<file path="src/rtl/sm_cfg_loader.sv">
// sm_cfg_loader
//   Serial configuration loader for the 5x4 switch-matrix routing cell.
//   Hunts an 8-bit sync pattern on a 1-bit stream, shifts in one frame of
//   route-select words plus an 8-bit checksum, validates the frame and
//   commits all words to the flattened select buses in a single edge.
//   Frame: SYNC, then words top0..topN, bottom0..bottomN, left0..leftN,
//   right0..rightN (each DW bits, MSB first), then the checksum (MSB first).
//   Route-select word = {index, side}; side 0=Z, 1=top, 2=right,
//   3=bottom, 4=left, 5..7 illegal.
//
// Ports
//   clk        system clock, rising edge
//   rst_n      synchronous active-low reset
//   cfg_din    serial config bit
//   cfg_valid  qualifies cfg_din; low freezes all loader state
//   cfg_top    committed top words, word i at [i*DW +: DW]
//   cfg_bottom committed bottom words, same packing
//   cfg_left   committed left words, same packing
//   cfg_right  committed right words, same packing
//   busy       high while loading or checking a frame
//   cfg_done   one-cycle pulse on a successful commit
//   cfg_err    one-cycle pulse on a rejected frame
module sm_cfg_loader #(
    parameter int         NTB  = 5,
    parameter int         NLR  = 4,
    parameter int         DW   = 6,
    parameter logic [7:0] SYNC = 8'hA5
) (
    input  logic                clk,
    input  logic                rst_n,
    input  logic                cfg_din,
    input  logic                cfg_valid,
    output logic [NTB*DW-1:0]   cfg_top,
    output logic [NTB*DW-1:0]   cfg_bottom,
    output logic [NLR*DW-1:0]   cfg_left,
    output logic [NLR*DW-1:0]   cfg_right,
    output logic                busy,
    output logic                cfg_done,
    output logic                cfg_err
);

    localparam int             NW     = 2*NTB + 2*NLR;
    localparam int             WCW    = $clog2(NW + 1);
    localparam logic [WCW-1:0] WLAST  = WCW'(NW);
    localparam logic [2:0]     BLASTW = 3'(DW - 1);

    typedef enum logic [1:0] {
        ST_IDLE,
        ST_LOAD,
        ST_CHECK
    } state_t;

    state_t         state, state_nxt;
    logic [7:0]     sync_sr;
    logic [7:0]     sum;
    logic [7:0]     rx_sum;
    logic [2:0]     bitcnt;
    logic [WCW-1:0] wordcnt;
    logic [DW-1:0]  word_sr;
    logic [DW-1:0]  word_nxt;
    logic [DW-1:0]  shadow [NW];
    logic           sync_hit;
    logic           words_legal;
    logic           frame_ok;
    logic           done_nxt;
    logic           err_nxt;

    // Sync compare includes the bit being sampled on this edge.
    assign sync_hit = ({sync_sr[6:0], cfg_din} == SYNC);
    assign word_nxt = {word_sr[DW-2:0], cfg_din};
    assign frame_ok = words_legal && (rx_sum == sum);

    always_comb begin
        words_legal = 1'b1;
        for (int unsigned i = 0; i < NW; i++) begin
            case (shadow[i][2:0])
                3'd0:       ;
                3'd1, 3'd3: if (int'(shadow[i][DW-1:3]) >= NTB) words_legal = 1'b0;
                3'd2, 3'd4: if (int'(shadow[i][DW-1:3]) >= NLR) words_legal = 1'b0;
                default:    words_legal = 1'b0;
            endcase
        end
    end

    always_ff @(posedge clk) begin
        if (!rst_n) state <= ST_IDLE;
        else        state <= state_nxt;
    end

    always_comb begin
        state_nxt = state;
        busy      = 1'b0;
        done_nxt  = 1'b0;
        err_nxt   = 1'b0;
        case (state)
            ST_IDLE: begin
                if (cfg_valid && sync_hit) state_nxt = ST_LOAD;
            end
            ST_LOAD: begin
                busy = 1'b1;
                if (cfg_valid && (wordcnt == WLAST) && (bitcnt == 3'd7))
                    state_nxt = ST_CHECK;
            end
            ST_CHECK: begin
                busy      = 1'b1;
                state_nxt = ST_IDLE;
                if (frame_ok) done_nxt = 1'b1;
                else          err_nxt  = 1'b1;
            end
            default: state_nxt = ST_IDLE;
        endcase
    end

    always_ff @(posedge clk) begin
        if (!rst_n) begin
            sync_sr    <= '0;
            sum        <= '0;
            rx_sum     <= '0;
            bitcnt     <= '0;
            wordcnt    <= '0;
            word_sr    <= '0;
            cfg_top    <= '0;
            cfg_bottom <= '0;
            cfg_left   <= '0;
            cfg_right  <= '0;
            cfg_done   <= 1'b0;
            cfg_err    <= 1'b0;
            for (int unsigned i = 0; i < NW; i++) shadow[i] <= '0;
        end else begin
            cfg_done <= done_nxt;
            cfg_err  <= err_nxt;
            case (state)
                ST_IDLE: begin
                    if (cfg_valid) begin
                        sync_sr <= {sync_sr[6:0], cfg_din};
                        if (sync_hit) begin
                            bitcnt  <= '0;
                            wordcnt <= '0;
                            sum     <= '0;
                        end
                    end
                end
                ST_LOAD: begin
                    if (cfg_valid) begin
                        if (wordcnt != WLAST) begin
                            word_sr <= word_nxt;
                            if (bitcnt == BLASTW) begin
                                shadow[wordcnt] <= word_nxt;
                                sum             <= sum + 8'(word_nxt);
                                wordcnt         <= wordcnt + 1'b1;
                                bitcnt          <= '0;
                            end else begin
                                bitcnt <= bitcnt + 1'b1;
                            end
                        end else begin
                            // All words in: remaining bits are the checksum.
                            rx_sum <= {rx_sum[6:0], cfg_din};
                            bitcnt <= bitcnt + 1'b1;
                        end
                    end
                end
                ST_CHECK: begin
                    sync_sr <= '0;
                    if (frame_ok) begin
                        for (int unsigned i = 0; i < NTB; i++) begin
                            cfg_top[i*DW +: DW]    <= shadow[i];
                            cfg_bottom[i*DW +: DW] <= shadow[NTB + i];
                        end
                        for (int unsigned i = 0; i < NLR; i++) begin
                            cfg_left[i*DW +: DW]   <= shadow[2*NTB + i];
                            cfg_right[i*DW +: DW]  <= shadow[2*NTB + NLR + i];
                        end
                    end
                end
                default: ;
            endcase
        end
    end

endmodule

</file>
<file path="config.mk">
export PLATFORM = sky130hd
export DESIGN_NAME = sm_cfg_loader
export DESIGN_NICKNAME = d
export VERILOG_FILES = /design/src/rtl/sm_cfg_loader.sv
export SDC_FILE = /design/constraint.sdc
export NUM_CORES = 1
export LEC_CHECK = 0
export BUFFER_PORTS_ARGS = -buffer_cell sky130_fd_sc_hd__buf_2
export CAP_MARGIN = 10
export CORE_MARGIN = 8
export CORE_UTILIZATION = 59
export CTS_CLUSTER_DIAMETER = 200
export DETAILED_ROUTE_END_ITERATION = 10
export PLACE_DENSITY = 0.8
export SLEW_MARGIN = 5
export SYNTH_ARGS = -nofsm -noshare
export SYNTH_HDL_FRONTEND = slang
export SYNTH_SLANG_ARGS = --single-unit
</file>
<file path="constraint.sdc">
create_clock -name clk -period 3.34 [get_ports clk]
set_input_delay 0.334 -clock clk [delete_from_list [all_inputs] [get_ports clk]]
set_output_delay 0.334 -clock clk [all_outputs]
set_load 0.02 [all_outputs]
</file>
Word level (Yosys, flattened, before mapping). Memories as Yosys holds them, arrays and structs flattened. Index checks and enable logic that the tools add are counted.

Bits in registers: 148. Bits in latches: 0. RAM bits: 108. ROM bits: 0. Output and inout port bits: 111. Logic and storage cells: 302. Memories: 1.

Memory list: shadow (words 18, width 6, read ports 18, clocked after memory_dff 0, wr ports 18, line 61) `logic [DW-1:0] shadow [NW];`.

Add/sub/neg operators: 3. Multiply operators: 0. Divide/modulo/power cells: 0. Order comparisons: 36. Eq/ne operators: 87. Shift operators: 0. Muxes and demuxes: 90. Bitwise gates (word level): 1. Reduce and logical (&&, ||, !) cells: 71.

Operator list (count): $eq 3x2->1 const B (36); $ge 3x3->1 const B (36); $reduce_or 2->1 (37); $eq 3x3->1 const B (20); $eq 3x1->1 const B (18); $logic_not 3->1 (18); $pmux 1 s3 (18); $mux 1 (47); $mux 8 (5); $mux 5 (6); $pmux 8 s2 (1); $mux 3 (5); $ne 2x2->1 const B (7); $pmux 7 s2 (1); $pmux 5 s2 (1); $add 8x6->8 (1); $eq 8x8->1 (1); $eq 8x8->1 const B (1); $reduce_and 2->1 (4); $mux 7 (1); $mux 6 (1); $pmux 3 s2 (1); $reduce_and 3->1 (2); $reduce_and 6->1 (1); 14 further kinds (19).

Depth between registers and ports, before layout. Gate-level depths: netlist (run 1). An unclocked memory read counts as a cell.

Depth in word-level cells: 40. Mapped depth: 11. Mapped depth without buffers: 8.

Worst setup path before layout (run 1). No wires, ideal clock.

Path kind: register to register. Start point: register wordcnt[0]. End point: memory shadow[7][0], enable pin. Data arrival time: 2.299 ns. Setup slack: 0.736 ns. Stages on the path, launching flop included: 12. Path buffers: 4. Period minus slack after synthesis: 2.604 ns. Path through: dfxtp_1 inv_1 ha_1 nand4bb_1 and3_1 buf_4 and4_1 clkbuf_1 and3_1 clkbuf_1 clkbuf_1 a21bo_2.

RTL lines: start: declaration (line 58) `logic [WCW-1:0] wordcnt;`; start signal: assignment (line 150) `wordcnt <= wordcnt + 1'b1;`; end: declaration (line 61).

==> run summary, run 1 <==
GRT Resource Usage Total: 21.50%
Hold-fix buffers, CTS: 0
R2R depth: 8
Max VDD drop: 0.4768 mV
Critical path launch point type: flop
Routed WL: 24,810 µm
Cells after DPL: 1,378
Vias post-DR: 7,954
Final hold viol count: 0
Xor/xnor share of the synthesized area: 1.298%
Share of cells above drive strength 1: 16.35%
WL/cell: 17.37 µm
DRC Markers: 0
R2r startpoint: wordcnt[0]$_SDFFE_PN0P_
Placer Congestion: 0.8682
Leak Pwr: 5.662 nW
DRT iter0 DRCs: 661
Critical path type: reg2reg
Syn Inst Count: 1,068
Status: completed
Post-DP HPWL: 16,970 µm
RSZ-0062 raised after global routing: false
Skew-Pair Late Insertion Delay: 0.53 ns
Clock Pin Slew Worst Setup and Hold Paths: 0.07 ns
Router iterations before antenna repair: 5
Row cnt: 49
Seq cells post-synth: 256
Initial Util: 60.09%
Crit path launch: wordcnt[0]$_SDFFE_PN0P_
Maximum clock rate: 354.1 MHz
Setup crit end kind: flop
Vias/cell: 5.570
Setup Fix Bufs, Post-CTS: 0
Slew HR: 21.25%
Initial antenna violation count: 0
Warning count from the yosys run: 0
DRT met1 WL: 9875 µm
Chip width: 151.3 µm
Met2 wire length: 12,360 µm
Top sig layer: met4
Worst hold slack: 0.2154 ns
Commonest non-fill, non-tap cell in the layout: nand2_1
CTS Buffer Depth: 3
Synth Area in Adders: 1.808%
Synth Area in Compound Gates: 5.564%
Setup TNS: 0 ns
Placed cell area: 0.01164 mm²
Most frequent cells in the layout: nand2_1 (267), dfxtp_1 (148), mux2i_1 (122), nor2_1 (118), buf_2 (113)
Commonest register cell after synthesis: dfxtp_1
Internal reg-to-reg setup slack: 0.52 ns
Netlist cell types: 51
N_diodes: 0
Final Cell Area: 0.01259 mm²
WL met3: 1755 µm
Post-CTS resize count: 0
CTS tree: built
I/O Pins: 115
Die Y: 151.3 µm
Synth Net Count: 1,087
Vias in the first global route: 7,727
FF-to-FF End: shadow[6][2]$_SDFFCE_PN0P_
Seq/Total Area, Yosys: 57.49%
Root buf cell: clkbuf_16
Final Non-Filler Cells: 1,428
Area grow syn2layout: 16.61%
Cts bufs inserted: 27
CP endpoint: shadow[6][2]$_SDFFCE_PN0P_
Main combinational cell family by area after synthesis: simple AND/OR/NAND/NOR gates
CP Data Required Time: 3.54 ns
Antenna-violating nets left: 0
Post-synthesis mux area share: 11.42%
Final global-route overflow total: 0
Period utilization: 84.55%
Data arrival, critical path: 3.03 ns
Fillers: 1,299
CTS H-tree depth: 1
Syn Area/Cell: 10.11 µm²
Synth Cell Area: 0.01079 mm²
Tightest Pin Transition: 1.181 ns
Simple-gate share of the synthesized area: 19.11%
Max Transition Viols Final: 0
Clock Skew: 0.01188 ns
Die footprint: 0.02288 mm²
Max-cap violations: 0
PortBufs: 114
Asr flop ratio synth: 0%
Largest net degree at the start of global routing: 264
Hold path start: cfg_din
Final min period: 2.824 ns
Clk sinks: 256
Pwr dens: 538.9 mW/mm²
Core region area: 0.01796 mm²
Fin nets: 1,197
Final setup vio count: 0
Crit Path Max Fanout: 8
First-pass GRT wire length: 38,970 µm
Hold WC Path Type: in2reg
Number of flops mapped to enable cells by yosys: 108
==> critical path, cell delays in order (launching register included) <==
cell       delay, ns
dfxtp_1         0.41
inv_1           0.14
ha_1            0.22
nand4bb_1       0.22
and3_1          0.29
and4_1          0.37
and3_1          0.33
nand2_1         0.23
nand2_1         0.29
==> how the worst min path moves through the flow <==
stage,to,slack [ns],depth (start not counted)
6_report,rx_sum[0]$_SDFFE_PN0P_,0.22,3
5_1_grt,rx_sum[0]$_SDFFE_PN0P_,0.21,3
4_1_cts,rx_sum[0]$_SDFFE_PN0P_,0.21,3
3_5_place_dp,cfg_bottom[18]$_SDFFE_PN0P_,0.45,2
3_3_place_gp,cfg_right[11]$_SDFFE_PN0P_,0.44,2
2_1_floorplan,sum[6]$_SDFFE_PN0P_,0.48,2
==> metrics by stage <==
stage          setup slack (ns)  power (W)  utilization [%]
2_1_floorplan            0.7362   0.003647                -
3_3_place_gp             0.6526   0.003732            64.78
3_5_place_dp             0.6126   0.003738            64.78
4_1_cts                  0.5632   0.006815            70.07
5_1_grt                  0.3385   0.006985            70.07
6_report                 0.5160   0.006783            70.07
==> layer usage <==
layer,track usage (%),up-vias
li1,-,3877
met1,25.79,3752
met5,0,-
met4,8.610,0
met2,37.38,272
met3,4.033,53
==> report_power, final <==
part | internal (W) | switching (W) | total (W) | leakage, nW
clock | 0.00189 | 0.00122 | 0.00311 | 0.477
sequential | 0.00333 | 0.0000598 | 0.00339 | 2.22
combinational | 0.0000873 | 0.000197 | 0.000285 | 2.97
==> cells by family after synthesis <==
kind of cell | Yosys count
compound gates | 96
xor+xnor | 16
fa+ha+maj | 15
buf+inv | 84
flops | 256
mux | 123
simple gates | 478
==> sequential cells by signal, indices dropped and copies added, names as in the netlist <==
name / cells
shadow: 108
cfg_bottom: 30
cfg_top: 30
cfg_left: 24
cfg_right: 24
rx_sum: 8
sum: 8
sync_sr: 7
word_sr: 5
wordcnt: 5
bitcnt: 3
state: 2
cfg_done: 1
cfg_err: 1
==> cell type report <==
cell class              instances  area (µm²)  share of cell area, %
repair buffers                141       817.0                  6.491
flip-flops and latches        256        6206                  49.30
multi-input cells             728        4237                  33.66
clock buffers                  35       820.8                  6.521
clock inverters                15       130.1                  1.034
inverters                      24       90.09                 0.7157
well taps                     229       286.5                  2.276
==> cells in the mapped netlist, types with 5 or more instances <==
cell type	instances	area (µm²)
a21oi_1	20	100.1
a22o_1	6	52.55
and3_1	15	93.84
buf_2	11	55.05
clkbuf_1	43	161.4
dfxtp_1	148	2963
edfxtp_1	108	3243
ha_1	14	175.2
inv_1	24	90.09
mux2i_1	122	1221
nand2_1	267	1002
nand4_1	11	68.82
nor2_1	118	442.9
nor2b_1	23	143.9
nor3_1	13	65.06
nor3b_1	8	60.06
o21ai_0	39	195.2
or4b_1	5	50.05
xnor2_1	12	105.1
Note: power is estimated with default switching activity, not from simulation.
==> run 2: changes to the inputs <==
--- a/config.mk
+++ b/config.mk
@@ -8,10 +8,10 @@
 export BUFFER_PORTS_ARGS = -buffer_cell sky130_fd_sc_hd__buf_2
 export CAP_MARGIN = 10
 export CORE_MARGIN = 8
-export CORE_UTILIZATION = 59
+export CORE_UTILIZATION = 53
 export CTS_CLUSTER_DIAMETER = 200
 export DETAILED_ROUTE_END_ITERATION = 10
-export PLACE_DENSITY = 0.8
+export PLACE_DENSITY = 0.76
 export SLEW_MARGIN = 5
 export SYNTH_ARGS = -nofsm -noshare
 export SYNTH_HDL_FRONTEND = slang
==> constraint.sdc (replaced) <==
create_clock -name clk -period 2.4 [get_ports clk]
set_input_delay 0.24 -clock clk [delete_from_list [all_inputs] [get_ports clk]]
set_output_delay 0.24 -clock clk [all_outputs]
set_load 0.02 [all_outputs]
==> run 2 against run 1 <==
  * The flow now finishes with violations (setup timing)
  * Sequential power up 39%
  * Clock power up 34%
  * Final cell count up 7.6%
  * Utilization down 3.3 points
  * Setup slack worse by 0.69 ns
  * Wire length up 12%
  * Register-to-register slack worse by 0.69 ns
  * Global-route usage down 0.92 points
  * Critical path depth up 2
  * Maximum frequency up 9.5%
  * Critical endpoint is now cfg_right[2]$_SDFFE_PN0P_
  * Largest power group unchanged
  * Highest routed layer unchanged
==> run summary, run 2 (synthesized netlist as in run 1, its figures left out) <==
Final worst slack: -0.1781 ns
Gate power share: 5.0%
Pwr dens: 696.6 mW/mm²
WL met3: 1938 µm
Router iterations before antenna repair: 7
Switching power: 0.002089 W
N_diodes: 0
Area grow syn2layout: 24.35%
Setup crit end kind: flop
DRT met1 WL: 10,830 µm
Final min period: 2.578 ns
Antenna-violating nets left: 0
Maximum clock rate: 387.9 MHz
Share of cells above drive strength 1: 21.80%
Largest net degree at the start of global routing: 161
I/O Pins: 115
Row cnt: 52
Max reg flops: 108
GRT Resource Usage Total: 20.58%
Switching share of power: 22.34%
Slew HR: 57.05%
Data arrival, critical path: 2.98 ns
DRC Markers: 0
Place WS: -0.2430 ns
Final Cell Area: 0.01342 mm²
FF-to-FF End: cfg_right[2]$_SDFFE_PN0P_
Vias/cell: 5.460
Clk sinks: 256
Internal reg-to-reg setup slack: -0.18 ns
Crit Path Max Fanout: 8
Top Registers: shadow (108), cfg_bottom (30), cfg_top (30)
Crit path launch: shadow[1][1]$_SDFFCE_PN0P_
Hold-fix buffers, CTS: 0
Critical path launch point type: flop
Final setup vio count: 108
R2r startpoint: shadow[1][1]$_SDFFCE_PN0P_
Flop pwr share: 50.5%
Worst hold slack: 0.1037 ns
Vias in the first global route: 8,151
Fin nets: 1,265
Most frequent cells in the layout: nand2_1 (266), dfxtp_1 (147), mux2i_1 (122), nor2_1 (116), buf_2 (113)
Root buf cell: clkbuf_16
Status: complete, but fails checks
Period utilization: 107.4%
CP endpoint: cfg_right[2]$_SDFFE_PN0P_
Clock Skew: 0.02900 ns
Top sig layer: met4
Vias post-DR: 8,387
Critical path type: reg2reg
Most flop-heavy register: shadow
Commonest non-fill, non-tap cell in the layout: nand2_1
WL/cell: 18.02 µm
Final hold viol count: 0
Max VDD drop: 0.7402 mV
Core region area: 0.02010 mm²
Violated checks: setup timing
Met2 wire length: 13,820 µm
Hold WC Path Type: in2reg
Leak Pwr: 6.114 nW
R2R depth: 10
First-pass GRT wire length: 42,870 µm
Fillers: 1,494
Placed cell area: 0.01212 mm²
CTS Buffer Depth: 3
Tightest Pin Transition: 0.6428 ns
CTS H-tree depth: 1
Internal cell power: 0.007262 W
Post-DP HPWL: 18,240 µm
RSZ-0062 raised after global routing: true
Final global-route overflow total: 0
Max-cap violations: 0
DRT iter0 DRCs: 732
CTS tree: built
Skew-Pair Late Insertion Delay: 0.54 ns
Chip width: 158.7 µm
Max Transition Viols Final: 0
Cts bufs inserted: 27
Initial antenna violation count: 0
PortBufs: 114
Clock Power Share: 44.5%
Routed WL: 27,680 µm
Die footprint: 0.02519 mm²
Die Y: 158.7 µm
Clock Pin Slew Worst Setup and Hold Paths: 0.06 ns
CP Data Required Time: 2.80 ns
Placer Congestion: 0.8956
Initial Util: 53.69%
[run 2: critical path, stage by stage, from the launching register on]
cell	delay, ns
edfxtp_1	0.40
o31ai_1	0.24
buf_4	0.17
o21ai_4	0.07
nor4_4	0.34
buf_4	0.16
nand4_1	0.12
or3_4	0.48
buf_12	0.18
clkbuf_16	0.18
mux2i_1	0.13
[run 2: how the worst min path moves through the flow]
stage               cells past startpoint                   startpoint                     endpoint
finish                                  3                      cfg_din          sum[0]$_SDFFE_PN0P_
CTS                                     3                      cfg_din          sum[0]$_SDFFE_PN0P_
global placement                        2  cfg_bottom[21]$_SDFFE_PN0P_  cfg_bottom[21]$_SDFFE_PN0P_
floorplan                               2                      cfg_din      word_sr[0]$_SDFFE_PN0P_
detailed placement                      2   cfg_right[11]$_SDFFE_PN0P_   cfg_right[11]$_SDFFE_PN0P_
global route                            3                      cfg_din          sum[0]$_SDFFE_PN0P_
[run 2: area by class of cell]
| type | count | area [µm²] | area share (%) |
|---|---|---|---|
| flip-flops and latches | 256 | 6207 | 46.24 |
| well taps | 270 | 337.8 | 2.517 |
| inverters | 24 | 90.09 | 0.6711 |
| clock buffers | 39 | 813.3 | 6.059 |
| repair buffers | 209 | 1568 | 11.68 |
| clock inverters | 10 | 87.58 | 0.6525 |
| multi-input cells | 728 | 4319 | 32.18 |
[run 2: power groups by stage]
stage	clock network [W]	logic (W)	registers, W
4_1_cts	0.00420	0.000450	0.00472
6_report	0.00416	0.000464	0.00472
3_3_place_gp	0	0.000433	0.00480
2_1_floorplan	0	0.000294	0.00478
5_1_grt	0.00437	0.000511	0.00473
3_5_place_dp	0	0.000439	0.00481
[run 2: timing repair]
action,in CTS,in global routing
gates cloned,4,4
resized for setup,22,15
pin swaps,7,4
endpoints found under the setup margin,108,114
buffers inserted,9,3
[run 2: routing by layer]
| layer | up-vias | GRT usage [%] |
|---|---|---|
| met2 | 308 | 36.31 |
| li1 | 4000 | - |
| met5 | - | 0 |
| met1 | 4001 | 24.43 |
| met3 | 78 | 3.800 |
| met4 | 0 | 7.965 |
[run 2: through the flow]
stage                     instances  util, %  power (W)  TNS, ns
after floorplan                1068        -   0.005075        0
after global placement         1470    60.29   0.005238   -23.90
after CTS                      1532    66.06   0.009365   -4.678
final                          1536    66.77   0.009351   -14.02
after detailed placement       1470    60.29   0.005248   -23.85
after global routing           1536    66.77   0.009613   -29.92
